`config.mk`:
```
export PLATFORM = sky130hd
export DESIGN_NAME = code_loader
export DESIGN_NICKNAME = d
export VERILOG_FILES = /design/src/rtl/code_loader.sv
export SDC_FILE = /design/constraint.sdc
export NUM_CORES = 1
export LEC_CHECK = 0
export CORE_MARGIN = 2
export CORE_UTILIZATION = 57
export DETAILED_ROUTE_END_ITERATION = 8
export PLACE_DENSITY = 0.85
export SLEW_MARGIN = 15
export SYNTH_ARGS = -nofsm -noshare
export SYNTH_HDL_FRONTEND = slang
export SYNTH_SLANG_ARGS = --single-unit
```
`constraint.sdc`:
```
create_clock -name clk -period 9.4 [get_ports clk]
set_input_delay 1.88 -clock clk [delete_from_list [all_inputs] [get_ports clk]]
set_output_delay 1.88 -clock clk [all_outputs]
set_load 0.01 [all_outputs]
```
`src/rtl/code_loader.sv`:
```
// code_loader: parses a byte stream into fixed-width code words and writes
// them into a line-addressed code store.
//
// Stream format: 16-bit line count N (little-endian), then N words, each
// 2 bytes little-endian. Only the low code_size bits of each word are kept.
//
// Ports
//   clk           in   clock, all logic on posedge
//   reset         in   synchronous active-high reset
//   start         in   one-cycle load request (ignored while busy)
//   in_valid      in   byte valid
//   in_data       in   byte payload [7:0]
//   in_ready      out  byte ready (a byte moves when in_valid & in_ready)
//   is_write      out  store write strobe, one cycle per word
//   write_line    out  store write address [31:0]
//   write_data    out  store write word [code_size-1:0]
//   core_reset    out  one-cycle pulse after a successful load
//   busy          out  load in progress
//   done          out  last load completed, held until start/reset
//   error         out  last load aborted (N too large), held until start/reset
//   lines_loaded  out  words written by the current/last load [31:0]
//
// state   | meaning
// --------+--------------------------------------------------
// IDLE    | waiting for start after reset
// LEN_LO  | expecting low byte of line count
// LEN_HI  | expecting high byte of line count, then range check
// DATA_LO | expecting low byte of next word
// DATA_HI | expecting high byte of next word, then write
// DONE    | load finished, done held
// ERROR   | line count exceeded capacity, error held
module code_loader #(
  parameter int code_size     = 12,
  parameter int max_code_line = 100
) (
  input  logic                 clk,
  input  logic                 reset,
  input  logic                 start,
  input  logic                 in_valid,
  input  logic [7:0]           in_data,
  output logic                 in_ready,
  output logic                 is_write,
  output logic [31:0]          write_line,
  output logic [code_size-1:0] write_data,
  output logic                 core_reset,
  output logic                 busy,
  output logic                 done,
  output logic                 error,
  output logic [31:0]          lines_loaded
);

  localparam logic [31:0] CAPACITY = 32'(max_code_line + 1);

  typedef enum logic [2:0] {
    S_IDLE, S_LEN_LO, S_LEN_HI, S_DATA_LO, S_DATA_HI, S_DONE, S_ERROR
  } state_t;

  state_t                 state_q, state_d;
  logic [15:0]            len_q, len_d;
  logic [7:0]             lo_q, lo_d;
  logic                   is_write_q, is_write_d;
  logic [31:0]            write_line_q, write_line_d;
  logic [code_size-1:0]   write_data_q, write_data_d;
  logic                   core_reset_q, core_reset_d;
  logic                   done_q, done_d;
  logic                   error_q, error_d;
  logic [31:0]            lines_loaded_q, lines_loaded_d;
  logic                   busy_w;
  logic                   xfer;
  logic [31:0]            n_full;

  assign busy_w = (state_q == S_LEN_LO) || (state_q == S_LEN_HI) ||
                  (state_q == S_DATA_LO) || (state_q == S_DATA_HI);
  assign xfer   = in_valid && busy_w;

  always_comb begin
    state_d        = state_q;
    len_d          = len_q;
    lo_d           = lo_q;
    is_write_d     = 1'b0;
    write_line_d   = write_line_q;
    write_data_d   = write_data_q;
    core_reset_d   = 1'b0;
    done_d         = done_q;
    error_d        = error_q;
    lines_loaded_d = lines_loaded_q;
    // full count as it will be once the high byte lands this cycle
    n_full         = {16'd0, in_data, len_q[7:0]};

    case (state_q)
      S_IDLE, S_DONE, S_ERROR: begin
        if (start) begin
          state_d        = S_LEN_LO;
          done_d         = 1'b0;
          error_d        = 1'b0;
          lines_loaded_d = 32'd0;
        end
      end
      S_LEN_LO: begin
        if (xfer) begin
          len_d[7:0] = in_data;
          state_d    = S_LEN_HI;
        end
      end
      S_LEN_HI: begin
        if (xfer) begin
          len_d[15:8] = in_data;
          if (n_full > CAPACITY) begin
            state_d = S_ERROR;
            error_d = 1'b1;
          end else if (n_full == 32'd0) begin
            state_d      = S_DONE;
            done_d       = 1'b1;
            core_reset_d = 1'b1;
          end else begin
            state_d = S_DATA_LO;
          end
        end
      end
      S_DATA_LO: begin
        if (xfer) begin
          lo_d    = in_data;
          state_d = S_DATA_HI;
        end
      end
      S_DATA_HI: begin
        if (xfer) begin
          // lines_loaded doubles as the next write index
          is_write_d     = 1'b1;
          write_line_d   = lines_loaded_q;
          write_data_d   = code_size'({in_data, lo_q});
          lines_loaded_d = lines_loaded_q + 32'd1;
          if ({16'd0, len_q} == lines_loaded_q + 32'd1) begin
            state_d      = S_DONE;
            done_d       = 1'b1;
            core_reset_d = 1'b1;
          end else begin
            state_d = S_DATA_LO;
          end
        end
      end
      default: state_d = S_IDLE;
    endcase
  end

  always_ff @(posedge clk) begin
    if (reset) begin
      state_q        <= S_IDLE;
      len_q          <= '0;
      lo_q           <= '0;
      is_write_q     <= 1'b0;
      write_line_q   <= '0;
      write_data_q   <= '0;
      core_reset_q   <= 1'b0;
      done_q         <= 1'b0;
      error_q        <= 1'b0;
      lines_loaded_q <= '0;
    end else begin
      state_q        <= state_d;
      len_q          <= len_d;
      lo_q           <= lo_d;
      is_write_q     <= is_write_d;
      write_line_q   <= write_line_d;
      write_data_q   <= write_data_d;
      core_reset_q   <= core_reset_d;
      done_q         <= done_d;
      error_q        <= error_d;
      lines_loaded_q <= lines_loaded_d;
    end
  end

  assign in_ready     = busy_w;
  assign busy         = busy_w;
  assign is_write     = is_write_q;
  assign write_line   = write_line_q;
  assign write_data   = write_data_q;
  assign core_reset   = core_reset_q;
  assign done         = done_q;
  assign error        = error_q;
  assign lines_loaded = lines_loaded_q;

endmodule

```
==> results of run 1 <==
## worst max-delay path, cell delays in order (launching register included)
cell	delay, ps
dfxtp_1	560
ha_1	390
and3_1	360
nand4_1	270
or4_2	800
xnor2_1	190
or4_1	410
or3_1	360
or4_4	540
a211oi_2	220
## stage by stage
step	instance area, µm²	std cells	total power, mW	setup WS (ps)	utilization [%]
finish	6590	918	1.01	5220	68.3
global placement	6360	902	0.694	4960	66.0
floorplan	5600	741	0.652	5800	-
global route	6590	918	1.06	5070	68.3
CTS	6590	918	1.01	5250	68.3
detailed placement	6360	902	0.700	4950	66.0
## power breakdown
| group | leakage (nW) | switching, mW | internal, mW |
|---|---|---|---|
| clock network | 0.112 | 0.167 | 0.154 |
| logic | 1.25 | 0.113 | 0.0801 |
| registers | 0.863 | 0.0303 | 0.469 |
## cell usage after synthesis (2+ instances only)
| cell type | instances |
|---|---|
| nand3b_1 | 10 |
| mux2i_1 | 5 |
| nor2b_1 | 7 |
| o22ai_1 | 2 |
| a21oi_1 | 112 |
| or2b_2 | 2 |
| and3b_1 | 2 |
| nand4b_1 | 3 |
| nand4_4 | 2 |
| and2_1 | 3 |
| and3_1 | 13 |
| nor2_1 | 48 |
| clkbuf_1 | 46 |
| a22oi_1 | 2 |
| or4_1 | 5 |
| a21o_1 | 5 |
| nor4b_1 | 2 |
| or3_1 | 10 |
| buf_4 | 5 |
| clkbuf_8 | 2 |
| inv_1 | 5 |
| nor3b_1 | 2 |
| xor2_1 | 12 |
| buf_2 | 4 |
| and4_1 | 3 |
| buf_6 | 8 |
| xnor2_1 | 21 |
| nand4_1 | 11 |
| o21a_1 | 3 |
| a211o_1 | 3 |
| o21ai_0 | 32 |
| nor4_1 | 10 |
| nor3_1 | 23 |
| or2_2 | 4 |
| nand2_1 | 159 |
| nand3_1 | 14 |
| dfxtp_1 | 107 |
| a211oi_1 | 5 |
| a31oi_1 | 4 |
## cell type report
type / count / area [µm²]
fillers: 826 / 3050
clock inverters: 7 / 105
multi-input cells: 561 / 3080
inverters: 5 / 18.8
flip-flops and latches: 107 / 2140
well taps: 133 / 166
clock buffers: 9 / 124
repair buffers: 96 / 951
## final timing paths
path                                     start                     endpoint  cells past startpoint
setup / recovery  lines_loaded[0]$_SDFFE_PP0P_        core_reset$_SDFF_PP0_                      9
hold reg to reg    write_line[27]$_SDFFE_PP0P_  write_line[27]$_SDFFE_PP0P_                      2
setup reg to reg  lines_loaded[0]$_SDFFE_PP0P_        core_reset$_SDFF_PP0_                      9
hold / removal     write_line[27]$_SDFFE_PP0P_  write_line[27]$_SDFFE_PP0P_                      2
## registers in the layout, summed over array words and instances (netlist names)
signal / cells
lines_loaded: 32
write_line: 32
len_q: 16
write_data: 12
lo_q: 8
state_q: 3
core_reset: 1
done: 1
error: 1
is_write: 1
## logic make-up after synthesis
kind of cell               count (synthesis)  synth area share [%]
buffers and inverters                     73                  6.90
adders and majority gates                  1                 0.223
xor gates and xnor gates                  33                  5.16
and+or+nand+nor                          346                  31.2
muxes                                      5                 0.893
AOI/OAI and AO/OA                        176                  17.4
DFF                                      107                  38.2
## placed cells by master (no fill, tap or decap), types with 4 or more instances in the layout
master / Yosys / layout
nand2_1: 159 / 159
a21oi_1: 112 / 112
dfxtp_1: 107 / 107
clkdlybuf4s50_1: 0 / 92
nor2_1: 48 / 47
o21ai_0: 32 / 32
nor3_1: 23 / 23
xnor2_1: 21 / 21
nand3_1: 14 / 14
and3_1: 13 / 13
xor2_1: 12 / 12
nand4_1: 11 / 11
nand3b_1: 10 / 10
or3_1: 10 / 10
nor4_1: 10 / 10
clkbuf_8: 2 / 9
nor2b_1: 7 / 7
inv_1: 5 / 5
a21o_1: 5 / 5
mux2i_1: 5 / 5
or4_1: 5 / 5
a211oi_1: 5 / 5
or2_2: 4 / 4
a31oi_1: 4 / 4
buf_4: 5 / 4
## routing by layer
layer  up-vias  global-route usage (%)  part of all wire (%)
met2       228                    43.3                    48
li1       2632                       -                     -
met1      2518                    36.5                    43
met4         0                    9.72                   2.2
met3        29                    4.61                   6.7
met5         -                       0                     0
==> run_results.csv, run 1 <==
group,metric,value,unit
global_route,grt_pass1_vias,4787,
hold_path,worstHoldPathType,"flip-flop to flip-flop",
worst_setup_path,worst_setup_path_start_kind,"flip-flop",
sta,period_needed,4180,ps
worst_setup_path,crit_type,"flip-flop to flip-flop",
logic_synthesis,synthArstFlopShare,0,%
clock_network,cts_inserted_buffers,9,
clock_network,ctsHtreeMaxLevel,3,
routing,via_per_inst,5.89,
clock_network,cts-root-buf,"clkbuf_8",
die,die_x,103,µm
global_route,grt_pass1_wl,23000,µm
logic_synthesis,yosysTopAreaCellShare,38.2,%
global_route,antenna_found_initial,0,
finish,synthToLayoutAreaGrowth,17.6,%
sta,worstMarginPinSlew,1110,ps
sta,hold_viol_final,0,
sta,relSlewSlack,26.2,%
logic_synthesis,synth_edf_count,0,
clock_network,cts_buffer_depth,2,
sta,finalSetupViolations,0,
die,num_rows,36,
sta,rsz0062_at_grt,"no",
logic_synthesis,synth.avg_cell_area,7.56,µm²
clock_network,clock_sinks,107,
routing,finalWirelength,13900,µm
die,die_h,103,µm
clock_network,clk_pin_slew,110,ps
die,core,9640,µm²
global_route,grt_max_degree,109,
placed_design,portBuffers,93,
logic_synthesis,ys_warn_count,0,
worst_setup_path,end_kind,"flip-flop",
clock_network,post-cts-setup-buffers,0,
clock_network,cts_tree,"built",
routing,wl_per_cell,15.2,µm
clock_network,hold_buffers,0,
clock_network,cts_resized,0,
logic_synthesis,synth-seq-cells,107,
run,cap_violations,0,
clock_network,clk_latency,370,ps
worst_setup_path,cp.arrival,4460,ps
logic_synthesis,ys_top_cells_by_area,"dfxtp_1, nand2_1, a21oi_1, xnor2_1, nor2_1",
sta,final.period_utilization,44.4,%
finish,post_route_cells_drive_above_1_share,5.35,%
logic_synthesis,synth_area,5600,µm²
placed_design,dpl.hpwl,9520,µm
worst_setup_path,path_max_fanout,9,
logic_synthesis,synth_fp_nets,754,
routing,via_count,5407,
outcome,status,"finished clean",
sta,tns,0,ps
logic_synthesis,synthCells,741,
logic_synthesis,ys_seq_area_share,38.2,%
logic_synthesis,yosysUniqueCellTypes,64,
routing,dr.pass1.iters,5,
worst_setup_path,rrSetupSlack,5220,ps
finish,fin_nets,793,
power_and_ir_drop,ir_drop,0.000154,V
logic_synthesis,synthFlopType,"dfxtp_1",
die,dieArea,10600,µm²
sta,finClkSkew,13.8,ps
die,start_util,58.1,%
die,pin_count,94,
global_route,overflow,0,
worst_setup_path,required,9680,ps
sta,final_max_slew_viol_count,0,
sta,fmax,0.239,GHz
placed_design,place_congestion,0.937,
finish,antenna_cells,0,
sta,fin_hold_ws,458,ps
power_and_ir_drop,p_per_area,154,nW/µm²
routing,ant_nets,0,
logic_synthesis,synth_top_cell_by_area,"dfxtp_1",
global_route,grt.total_usage,26.9,%
routing,drc,0,
routing,drt_iter0_drc,422,
power_and_ir_drop,p_leak,2.22,nW
Note: power is estimated with default switching activity, not from simulation.
==> run 2, diff against run 1 <==
CORE_UTILIZATION = 48   (was 57)
PLACE_DENSITY = 0.76   (was 0.85)
clock period = 3.59 ns   (was 9.4 ns; I/O delays follow)
==> run 2 against run 1 <==
Count of clock-buffer cells in the layout increased by 1. Largest cell class unchanged. Non-clock buffer count increased by 23. Combinational power increased to 2.7 times the previous value. Critical endpoint unchanged. First-iteration DRC count increased by 8.8%. Cell area increased by 3.9%.
==> run_results.csv, run 2 (synthesized netlist as in run 1, its figures left out) <==
group,metric,value,unit
outcome,status,"finished clean",
global_route,grt_pass1_vias,5106,
power_and_ir_drop,pwr-share-seq,46.6,%
hold_path,worstHoldPathType,"flip-flop to flip-flop",
worst_setup_path,end_kind,"flip-flop",
die,num_rows,39,
clock_network,post-cts-setup-buffers,0,
finish,antenna_cells,0,
power_and_ir_drop,p_per_area,409,nW/µm²
worst_setup_path,worst_setup_path_start_kind,"flip-flop",
sta,final_max_slew_viol_count,0,
worst_setup_path,required,3870,ps
power_and_ir_drop,p_switching,0.852,mW
clock_network,clk_pin_slew,70,ps
routing,via_count,5431,
worst_setup_path,cp.arrival,3530,ps
placed_design,place_congestion,0.945,
power_and_ir_drop,p_leak,2.38,nW
power_and_ir_drop,p_clk_share,35.0,%
finish,fin_nets,816,
clock_network,hold_buffers,0,
die,core,11400,µm²
routing,wl_per_cell,15.2,µm
sta,tns,0,ps
worst_setup_path,crit_type,"flip-flop to flip-flop",
finish,post_route_cells_drive_above_1_share,8.17,%
sta,final.period_utilization,90.5,%
power_and_ir_drop,ir_drop,0.000355,V
global_route,grt_pass1_wl,24000,µm
clock_network,clock_sinks,107,
sta,hold_viol_final,0,
finish,mostFrequentLayoutCells,"nand2_1, a21oi_1, dfxtp_1",
die,dieArea,12500,µm²
worst_setup_path,path_max_fanout,7,
sta,period_needed,3250,ps
global_route,grt.total_usage,23.0,%
sta,finClkSkew,8.48,ps
global_route,antenna_found_initial,0,
finish,design_area,6840,µm²
placed_design,portBuffers,93,
clock_network,cts_buffer_depth,2,
power_and_ir_drop,total_power,2.80,mW
finish,fillers,1063,
clock_network,cts-root-buf,"clkbuf_16",
clock_network,clk_latency,360,ps
routing,drt_iter0_drc,459,
routing,via_per_inst,5.71,
die,pin_count,94,
routing,ant_nets,0,
clock_network,cts_tree,"built",
run,cap_violations,0,
die,start_util,49.1,%
clock_network,cts_inserted_buffers,9,
routing,drc,0,
global_route,overflow,0,
die,die_x,112,µm
routing,finalWirelength,14400,µm
die,die_h,112,µm
sta,worstMarginPinSlew,881,ps
power_and_ir_drop,p_int,1.95,mW
sta,relSlewSlack,41.3,%
finish,layout_commonest_cell,"nand2_1",
placed_design,placed_area,6550,µm²
sta,rsz0062_at_grt,"no",
global_route,grt_max_degree,87,
sta,finalSetupViolations,0,
clock_network,ctsHtreeMaxLevel,3,
placed_design,dpl.hpwl,10100,µm
routing,dr.pass1.iters,5,
power_and_ir_drop,comb_power_share,18.4,%
clock_network,cts_resized,0,
power_and_ir_drop,p_sw_share,30.4,%
sta,fmax,0.308,GHz
finish,synthToLayoutAreaGrowth,22.1,%
run 2: cell types whose count changed in the layout (fill, tap and decap cells not counted), sizes merged:
cell      previous run  this run
clkbuf               9        10
buf                  4        27
clkinv               1         2
clkinvlp             1         0
inv                  8         9
bufinv               2         0
run 2: final cells by class:
type | count | area (µm²) | share of cell area [%]
clock inverter | 6 | 55.1 | 0.805
tap | 143 | 179 | 2.62
clock buffer | 10 | 239 | 3.49
timing repair buffer | 119 | 1120 | 16.4
multi-input combinational | 561 | 3080 | 45.1
sequential | 107 | 2140 | 31.3
inverter | 5 | 18.8 | 0.274
run 2: final timing paths:
path                                      from                           to  slack [ps]  cells past startpoint
hold reg to reg    write_line[29]$_SDFFE_PP0P_  write_line[29]$_SDFFE_PP0P_         450                      2
hold / removal     write_line[29]$_SDFFE_PP0P_  write_line[29]$_SDFFE_PP0P_         450                      2
setup reg to reg  lines_loaded[1]$_SDFFE_PP0P_        core_reset$_SDFF_PP0_         340                      9
setup / recovery  lines_loaded[1]$_SDFFE_PP0P_        core_reset$_SDFF_PP0_         340                      9
run 2: power by group through the flow:
stage | clock [mW] | combinational, mW | sequential [mW]
after CTS | 0.999 | 0.516 | 1.30
after global routing | 1.04 | 0.574 | 1.32
after detailed placement | 0 | 0.512 | 1.33
after floorplan | 0 | 0.422 | 1.28
final | 0.980 | 0.517 | 1.30
after global placement | 0 | 0.498 | 1.33
run 2: metal layers:
metal | vias up | GRT usage, % | routed length, µm
met3 | 19 | 5.08 | 864
li1 | 2698 | - | -
met2 | 171 | 39.1 | 6980
met1 | 2543 | 29.4 | 6410
met5 | - | 0 | 0
met4 | 0 | 7.15 | 179
run 2: critical path, cell delays in order, from the launching register on:
cell,delay [ps]
dfxtp_2,410
ha_1,190
and3_1,200
nand4_1,140
or4_4,590
xnor2_1,150
or4_1,390
or3_1,360
or4_4,520
a211oi_2,220
run 2: stage by stage:
stage / util (%) / hold slack, ps / cells / worst slack [ps]
after floorplan: - / 432 / 741 / 97.8
after detailed placement: 57.3 / 446 / 935 / 213
after CTS: 59.9 / 456 / 951 / 189
final: 59.9 / 452 / 951 / 340
after global placement: 57.3 / 441 / 935 / 259
after global routing: 59.9 / 475 / 951 / 166
